## src/rtl/wbu_txcompact.sv

```systemverilog
// wbu_txcompact
//   Turns the deword stage's 7-bit newline/hexbit stream into printable ASCII
//   for the UART. Hexbits map onto the bus alphabet (0-9, A-Z, a-z, '@', '%').
//   Per-word newline markers are compacted: a newline goes out only at a word
//   boundary once the line holds at least MAX_LINE characters, or after the
//   stream has sat idle for IDLE_CYCLES with a partial line ended at a word
//   boundary.
//
// Ports
//   i_clk         system clock
//   i_reset       synchronous, active-high reset
//   i_stb         upstream valid
//   i_nl_hexbits  bit 6 = newline marker, else bits 5:0 = hexbit value
//   o_busy        stall to upstream (o_stb && i_tx_busy)
//   o_stb         character valid to UART
//   o_char        ASCII character
//   i_tx_busy     UART stall
module wbu_txcompact #(
  parameter int MAX_LINE    = 72,
  parameter int IDLE_CYCLES = 1024,
  parameter int LGIDLE      = 11
) (
  input  logic       i_clk,
  input  logic       i_reset,
  input  logic       i_stb,
  input  logic [6:0] i_nl_hexbits,
  output logic       o_busy,
  output logic       o_stb,
  output logic [7:0] o_char,
  input  logic       i_tx_busy
);

  // Line counter is wide enough to hold MAX_LINE plus the longest word, with
  // headroom; it saturates rather than wrapping.
  localparam int                LENW     = $clog2(MAX_LINE + 8);
  localparam logic [LENW-1:0]   LEN_SAT  = '1;
  localparam logic [LENW-1:0]   LEN_MAX  = LENW'(MAX_LINE);
  localparam logic [LGIDLE-1:0] IDLE_MAX = LGIDLE'(IDLE_CYCLES);

  logic [LENW-1:0]   r_len;
  logic              r_wend;
  logic [LGIDLE-1:0] r_idle;

  logic       acc;
  logic [5:0] hexbit;
  logic [7:0] mapped;

  assign o_busy = o_stb && i_tx_busy;
  assign acc    = i_stb && !o_busy;
  assign hexbit = i_nl_hexbits[5:0];

  // NOTE: every branch assigns 'mapped' after a default, so no latch is inferred.
  always_comb begin
    mapped = 8'h00;
    if (hexbit < 6'd10)
      mapped = 8'h30 + 8'(hexbit);
    else if (hexbit < 6'd36)
      mapped = 8'h37 + 8'(hexbit);
    else if (hexbit < 6'd62)
      mapped = 8'h3D + 8'(hexbit);
    else if (hexbit == 6'd62)
      mapped = 8'h40;
    else
      mapped = 8'h25;
  end

  // NOTE: all state updates use non-blocking assignments so every register
  // samples the pre-edge values, independent of statement order.
  always_ff @(posedge i_clk) begin
    if (i_reset) begin
      o_stb  <= 1'b0;
      o_char <= 8'h00;
      r_len  <= '0;
      r_wend <= 1'b0;
      r_idle <= '0;
    end else if (acc) begin
      r_idle <= '0;
      if (!i_nl_hexbits[6]) begin
        o_stb  <= 1'b1;
        o_char <= mapped;
        r_len  <= (r_len == LEN_SAT) ? r_len : r_len + 1'b1;
        r_wend <= 1'b0;
      end else if (r_len == '0) begin
        // Marker on an empty line carries no information.
        o_stb <= 1'b0;
      end else if (r_len >= LEN_MAX) begin
        o_stb  <= 1'b1;
        o_char <= 8'h0A;
        r_len  <= '0;
        r_wend <= 1'b0;
      end else begin
        // Short line: remember the word boundary so an idle flush may end it.
        o_stb  <= 1'b0;
        r_wend <= 1'b1;
      end
    end else if (r_idle == IDLE_MAX && !i_stb && !o_stb) begin
      o_stb  <= 1'b1;
      o_char <= 8'h0A;
      r_len  <= '0;
      r_wend <= 1'b0;
      r_idle <= '0;
    end else begin
      if (!o_busy)
        o_stb <= 1'b0;
      if (r_wend && r_len != '0 && !i_stb && !o_stb && r_idle != IDLE_MAX)
        r_idle <= r_idle + 1'b1;
    end
  end

endmodule

```

## config.mk

```make
export PLATFORM = sky130hd
export DESIGN_NAME = wbu_txcompact
export DESIGN_NICKNAME = d
export VERILOG_FILES = /design/src/rtl/wbu_txcompact.sv
export SDC_FILE = /design/constraint.sdc
export NUM_CORES = 1
export LEC_CHECK = 0
export CAP_MARGIN = 10
export CORE_ASPECT_RATIO = 0.75
export CORE_MARGIN = 8
export CORE_UTILIZATION = 40
export DETAILED_ROUTE_END_ITERATION = 10
export GPL_ROUTABILITY_DRIVEN = 0
export GPL_TIMING_DRIVEN = 0
export PLACE_DENSITY = 0.59
export SLEW_MARGIN = 0
export SYNTH_ARGS = -nofsm -noshare
export SYNTH_HDL_FRONTEND = slang
export SYNTH_SLANG_ARGS = --single-unit
```

## constraint.sdc

```tcl
create_clock -name i_clk -period 4.6 [get_ports i_clk]
set_input_delay 0.92 -clock i_clk [delete_from_list [all_inputs] [get_ports i_clk]]
set_output_delay 0.92 -clock i_clk [all_outputs]
set_load 0.02 [all_outputs]
```

==> results_dict.tcl, run 1 <==
set metrics [dict create \
    fin_nets 276 \
    syn2layout_area_growth_pct 16.3 \
    die_area_um2 7170 \
    diodes 0 \
    slowest_delay_ns 0.60 \
    min_path_cells 1 \
    met1Wirelength_um 2450 \
    fin_crit_sh 0.677 \
    cts_resized 0 \
    skew_ns 0.00378 \
    die_w_um 95.2 \
    p_int_uw 349 \
    numClockSinks 27 \
    synth_top_cell_area_share 0.287 \
    ctsRootBufferMaster "clkbuf_8" \
    wl_um 4330 \
    async_flop_share 0 \
    met2_length_um 1560 \
    met3_length_um 312 \
    critPathTopFamily "buffers and inverters" \
    topRoutingLayerUsed "met4" \
    finalSetupViolCount 0 \
    grt_pass1_vias 1484 \
    finalNonFillerCells 312 \
    p_comb_frac 0.222 \
    syn_nets 252 \
    cts_hold_buf 0 \
    vias 1689 \
    row_count 21 \
    wire_per_inst_um 13.9 \
    avgSynthCellArea_um2 8.11 \
    tightest_slew_ns 0.568 \
    fmax_mhz 321 \
    cts_setup_buffers 0 \
    synth_top_area_cell "dfxtp_1" \
    fin_crit_ns 3.11 \
    antenna_found_initial 0 \
    synth-xor-area-share 0.0512 \
    firstDrtPassIters 4 \
    io_buffers 19 \
    synth_compound_area_frac 0.243 \
    drive_gt1_frac 0.118 \
    post-place-cells 308 \
    arrival_ns 2.19 \
    crit_buf_inv 3 \
    synthCells 232 \
    cp-start-kind "input pin" \
    hpwlAfterDp_um 3390 \
    netSwitchingFraction 0.284 \
    cts_tree "done" \
    crit_type "input pin to primary output" \
    n_fill_cell 432 \
    grt_pass1_wl_um 7350 \
    synth_top_family_by_area "simple AND/OR/NAND/NOR gates" \
    num_io_pins 21 \
    finalSetupTns_ns 0 \
    clkPwrFrac 0.277 \
    crit_fanout 2 \
    cp.required_ns 3.68 \
    drv_slew 0 \
    drc 0 \
    grt_usage 0.128 \
    cp_slowest_cell "clkdlybuf4s50_1" \
    path_cells "clkdlybuf4s50_1 -> nand2_1 -> inv_1 -> clkdlybuf4s50_1" \
    synthTopCellsByArea "dfxtp_1 29%, ha_1 6.0%, nor2_1 5.2%" \
    synthAdderAreaFrac 0.0599 \
    yosysUniqueCellTypes 59 \
    ys_seq_area_frac 0.287 \
    final_antenna_net_count 0 \
    clkLatencyLatePin_ns 0.27 \
    seqPwrFrac 0.501 \
    clock_path_buffers 2 \
    leakage_nw 0.823 \
    timing.slew.headroom 0.621 \
    hp-class "flop to flop" \
    cts_buffers 3 \
    clk_pin_slew_ns 0.09 \
    cap_viol_max_count 0 \
    die_h_um 75.4 \
    ir_drop_mv 0.0879 \
    cp-end-kind "primary output" \
    yosys_register_bits 27 \
    cp.depth 4 \
    crit_path_frequent_cell "clkdlybuf4s50_1" \
    initial_core_util 0.419 \
    drtIter0Drc 118 \
    synth_ff_type "dfxtp_1" \
    h-tree-depth 1 \
    ys.warnings.count 0 \
    rsz0062_at_grt "no" \
    p_per_area_nw_per_um2 223 \
    rr_worst_depth 8 \
    synthMuxAreaShare 0.0220 \
    core_area_um2 4490 \
    grt.overflow.total 0 \
    synth-edff-count 0 \
    syn-cell-area_um2 1880 \
    via_per_inst 5.41 \
    p_sw_uw 138 \
    status "complete, no violations" \
    grt_max_degree 15 \
    synth_simple_gate_area_frac 0.263 \
    hold_violations 0 \
]
cell type report:
| class | instances | area (um2) | area share |
|---|---|---|---|
| Inverter | 14 | 52.6 | 0.0240 |
| Sequential cell | 27 | 541 | 0.247 |
| Timing Repair Buffer | 19 | 190 | 0.0870 |
| Multi-Input combinational cell | 177 | 1210 | 0.551 |
| Clock buffer | 4 | 45.0 | 0.0206 |
| Tap cell | 57 | 71.3 | 0.0326 |
| Buffer | 14 | 81.3 | 0.0372 |
power by group through the flow:
stage          clock network (mW)  registers, mW  logic (mW)
2_1_floorplan                   0          0.255      0.0630
3_3_place_gp                    0          0.250       0.108
3_5_place_dp                    0          0.250       0.108
4_1_cts                     0.142          0.245       0.108
5_1_grt                     0.151          0.246       0.118
6_report                    0.135          0.245       0.108
cells in the final DEF (no fill, tap or decap), types with 4 or more instances in the layout:
cell	netlist	final
nand4_1	7	7
clkdlybuf4s50_1	0	19
buf_4	4	4
o21ai_0	7	7
nand3_1	10	10
inv_1	14	14
clkbuf_1	4	5
nand2b_1	7	7
xnor2_1	4	4
a31oi_1	8	8
nor3_1	5	5
dfxtp_1	27	27
xor2_1	7	7
ha_1	9	9
nor2_1	26	26
nand2_1	16	16
a211oi_1	4	4
buf_2	4	4
a21oi_1	10	10
worst register-to-register path: cells and delay by family, from the launching register on:
kind / cells / cell delay [ns]
and+or+nand+nor: 3 / 0.45
buffers and inverters: 2 / 0.21
AOI/OAI and AO/OA: 1 / 0.31
adders and majority gates: 1 / 0.14
DFF: 1 / 0.36
xor gates and xnor gates: 1 / 0.17
per-layer routing:
metal  track usage  vias to the layer above
li1              -                      882
met1         0.200                      762
met2         0.167                       43
met3        0.0344                        2
met4        0.0207                        0
met5             0                        -
cell families after synthesis:
| group | after synthesis |
|---|---|
| simple gates | 91 |
| compound gates | 61 |
| buf+inv | 28 |
| flops | 27 |
| xor+xnor | 11 |
| fa+ha+maj | 9 |
| mux | 4 |
| other cells | 1 |
Yosys cell counts, types with 2 or more instances:
cell type and instances:
nor2b_1 3, nor2_1 26, clkbuf_1 4, a31oi_1 8
xor2_1 7, nand2b_1 7, a211oi_2 2, a211oi_1 4
o21ai_1 3, a311oi_1 3, dfxtp_1 27, ha_1 9
mux2i_1 3, xnor2_1 4, a221o_1 2, nand4_1 7
nand3_1 10, nand2_1 16, and4_1 2, and3_1 3
a21oi_1 10, nor4_1 2, o21bai_1 2, o21ai_0 7
inv_1 14, a21boi_2 2, a22o_1 3, buf_4 4
nor3_1 5, buf_2 4
metrics by stage:
stage / util / cell area (um2) / worst slack, ns / hold WS [ns] / total power [mW]
2_1_floorplan: - / 1880 / 2.32 / 0.463 / 0.318
3_3_place_gp: 0.477 / 2140 / 1.41 / 0.460 / 0.358
3_5_place_dp: 0.477 / 2140 / 1.43 / 0.460 / 0.358
4_1_cts: 0.487 / 2190 / 1.48 / 0.483 / 0.494
5_1_grt: 0.487 / 2190 / 1.43 / 0.502 / 0.515
6_report: 0.487 / 2190 / 1.49 / 0.479 / 0.488
state kept, by name, indices dropped and copies added, names as in the netlist:
| register | cells |
|---|---|
| o_stb | 1 |
| r_idle | 11 |
| r_wend | 1 |
| r_len | 7 |
| o_char | 7 |
path summary, 6_finish.rpt:
check        startpoint        end  slack (ns)
max           i_tx_busy     o_busy        1.49
min           o_char[5]  o_char[5]        0.48
max reg2reg    r_len[0]  r_idle[2]        2.87
min reg2reg   o_char[5]  o_char[5]        0.48
Note: power is estimated with default switching activity, not from simulation.
==> run 2: changes to the inputs <==
Settings changed: PLACE_DENSITY 0.59 to 0.61.
Clock period 4.6 ns to 2.6 ns, I/O delays scaled along.
==> results_dict.tcl, run 2 (synthesis gave the netlist of run 1 again) <==
set metrics [dict create \
    top_regs "r_idle: 11 flops, o_char: 7 flops, r_len: 7 flops" \
    drtIter0Drc 99 \
    fin_crit_ns 2.43 \
    num_io_pins 21 \
    wl_um 4490 \
    grtUsageMet3 0.0374 \
    final_antenna_net_count 0 \
    regMostFlops "r_idle" \
    drc 0 \
    cts_setup_buffers 0 \
    skew_ns 0.00684 \
    cts_tree "done" \
    grt_use_met2 0.173 \
    h-tree-depth 1 \
    die_area_um2 7170 \
    arrival_ns 2.62 \
    finalSetupViolCount 0 \
    hold_violations 0 \
    drive_gt1_frac 0.122 \
    cts_hold_buf 0 \
    crit_type "input pin to flop" \
    tightest_slew_ns 0.583 \
    cts_buffers 3 \
    diodes 0 \
    busiest_layer "met1" \
    n_fill_cell 435 \
    rsz0062_at_grt "no" \
    initial_core_util 0.419 \
    final_core_util 0.488 \
    placed_area_um2 2140 \
    fin_crit_sh 0.936 \
    wire_per_inst_um 14.4 \
    fin_ws_ns 0.167 \
    clock_path_buffers 2 \
    timing.slew.headroom 0.611 \
    cp.required_ns 2.78 \
    p_per_area_nw_per_um2 399 \
    largest_register_ffs 11 \
    clk_pin_slew_ns 0.10 \
    drv_slew 0 \
    seq_area_um2 541 \
    final_common_cell "dfxtp_1" \
    pre_cts_slack_ns -0.114 \
    multi_input_area_um2 1210 \
    grt_pass1_vias 1501 \
    cap_viol_max_count 0 \
    die_h_um 75.4 \
    status "complete, no violations" \
    final_cell_mix "27 x dfxtp_1, 26 x nor2_1, 19 x clkdlybuf4s50_1" \
    fmax_mhz 411 \
    hp-class "flop to flop" \
    core_area_um2 4490 \
    hpwlAfterDp_um 3410 \
    row_count 21 \
    io_buffers 19 \
    fin_nets 276 \
    vias 1738 \
    grt_pass1_wl_um 7280 \
    grtUsageMet1 0.191 \
    antenna_found_initial 0 \
    cts_resized 0 \
    syn2layout_area_growth_pct 16.5 \
    die_w_um 95.2 \
    cp-start-kind "input pin" \
    cp-end-kind "flop" \
    crit_fanout 6 \
    ir_drop_mv 0.231 \
    grt_max_degree 17 \
    fin_area_um2 2190 \
    grt_usage 0.126 \
    firstDrtPassIters 4 \
    leakage_nw 0.822 \
    numClockSinks 27 \
    ctsRootBufferMaster "clkbuf_8" \
    via_per_inst 5.57 \
    hold_slack_ns 0.486 \
    grt.overflow.total 0 \
    clkLatencyLatePin_ns 0.28 \
]
==> run 2: cell count changes in the layout (fill, tap and decap cells not counted) <==
cell,delta
clkinvlp_4,+1
clkbuf_1,-1
==> run 2: final timing paths <==
kind	slack, ns	to	start	cells past startpoint
hold / removal	0.49	o_char[5]	o_char[5]	1
setup reg to reg	0.85	r_idle[8]	r_len[0]	8
hold reg to reg	0.49	o_char[5]	o_char[5]	1
setup / recovery	0.17	o_char[5]	i_nl_hexbits[4]	8
==> run 2: routing by layer <==
| layer | routed length [um] | up-vias |
|---|---|---|
| met2 | 1770 | 51 |
| met5 | 0 | - |
| met1 | 2370 | 796 |
| met4 | 13 | 0 |
| met3 | 343 | 2 |
| li1 | - | 889 |
==> run 2: per-stage QoR <==
step                TNS (ns)  cells  power [mW]
detailed placement    -0.114    308       0.633
finish                     0    312       0.875
CTS                        0    312       0.882
floorplan                  0    232       0.563
global placement      -0.201    308       0.632
global route               0    312       0.918
==> run 2: report_power, final <==
part           internal [mW]  total [mW]  switching [mW]
clock                  0.109       0.249           0.140
sequential             0.425       0.433         0.00797
combinational         0.0841       0.193           0.109
total                  0.618       0.875           0.257
==> run 2: final cells by class <==
cell class,count,area share
Timing Repair Buffer,19,0.0868
Buffer,14,0.0371
Sequential cell,27,0.247
Clock buffer,3,0.0188
Tap cell,57,0.0326
Multi-Input combinational cell,177,0.551
Inverter,14,0.0240
Clock inverter,1,0.00343
==> run 2: critical path, stage by stage <==
cell and delay [ns]:
clkdlybuf4s50_1 0.57, inv_1 0.12, ha_1 0.30, o21ai_1 0.18, nand2_1 0.21, a21bo_1 0.21
a221o_1 0.29, a32o_1 0.21
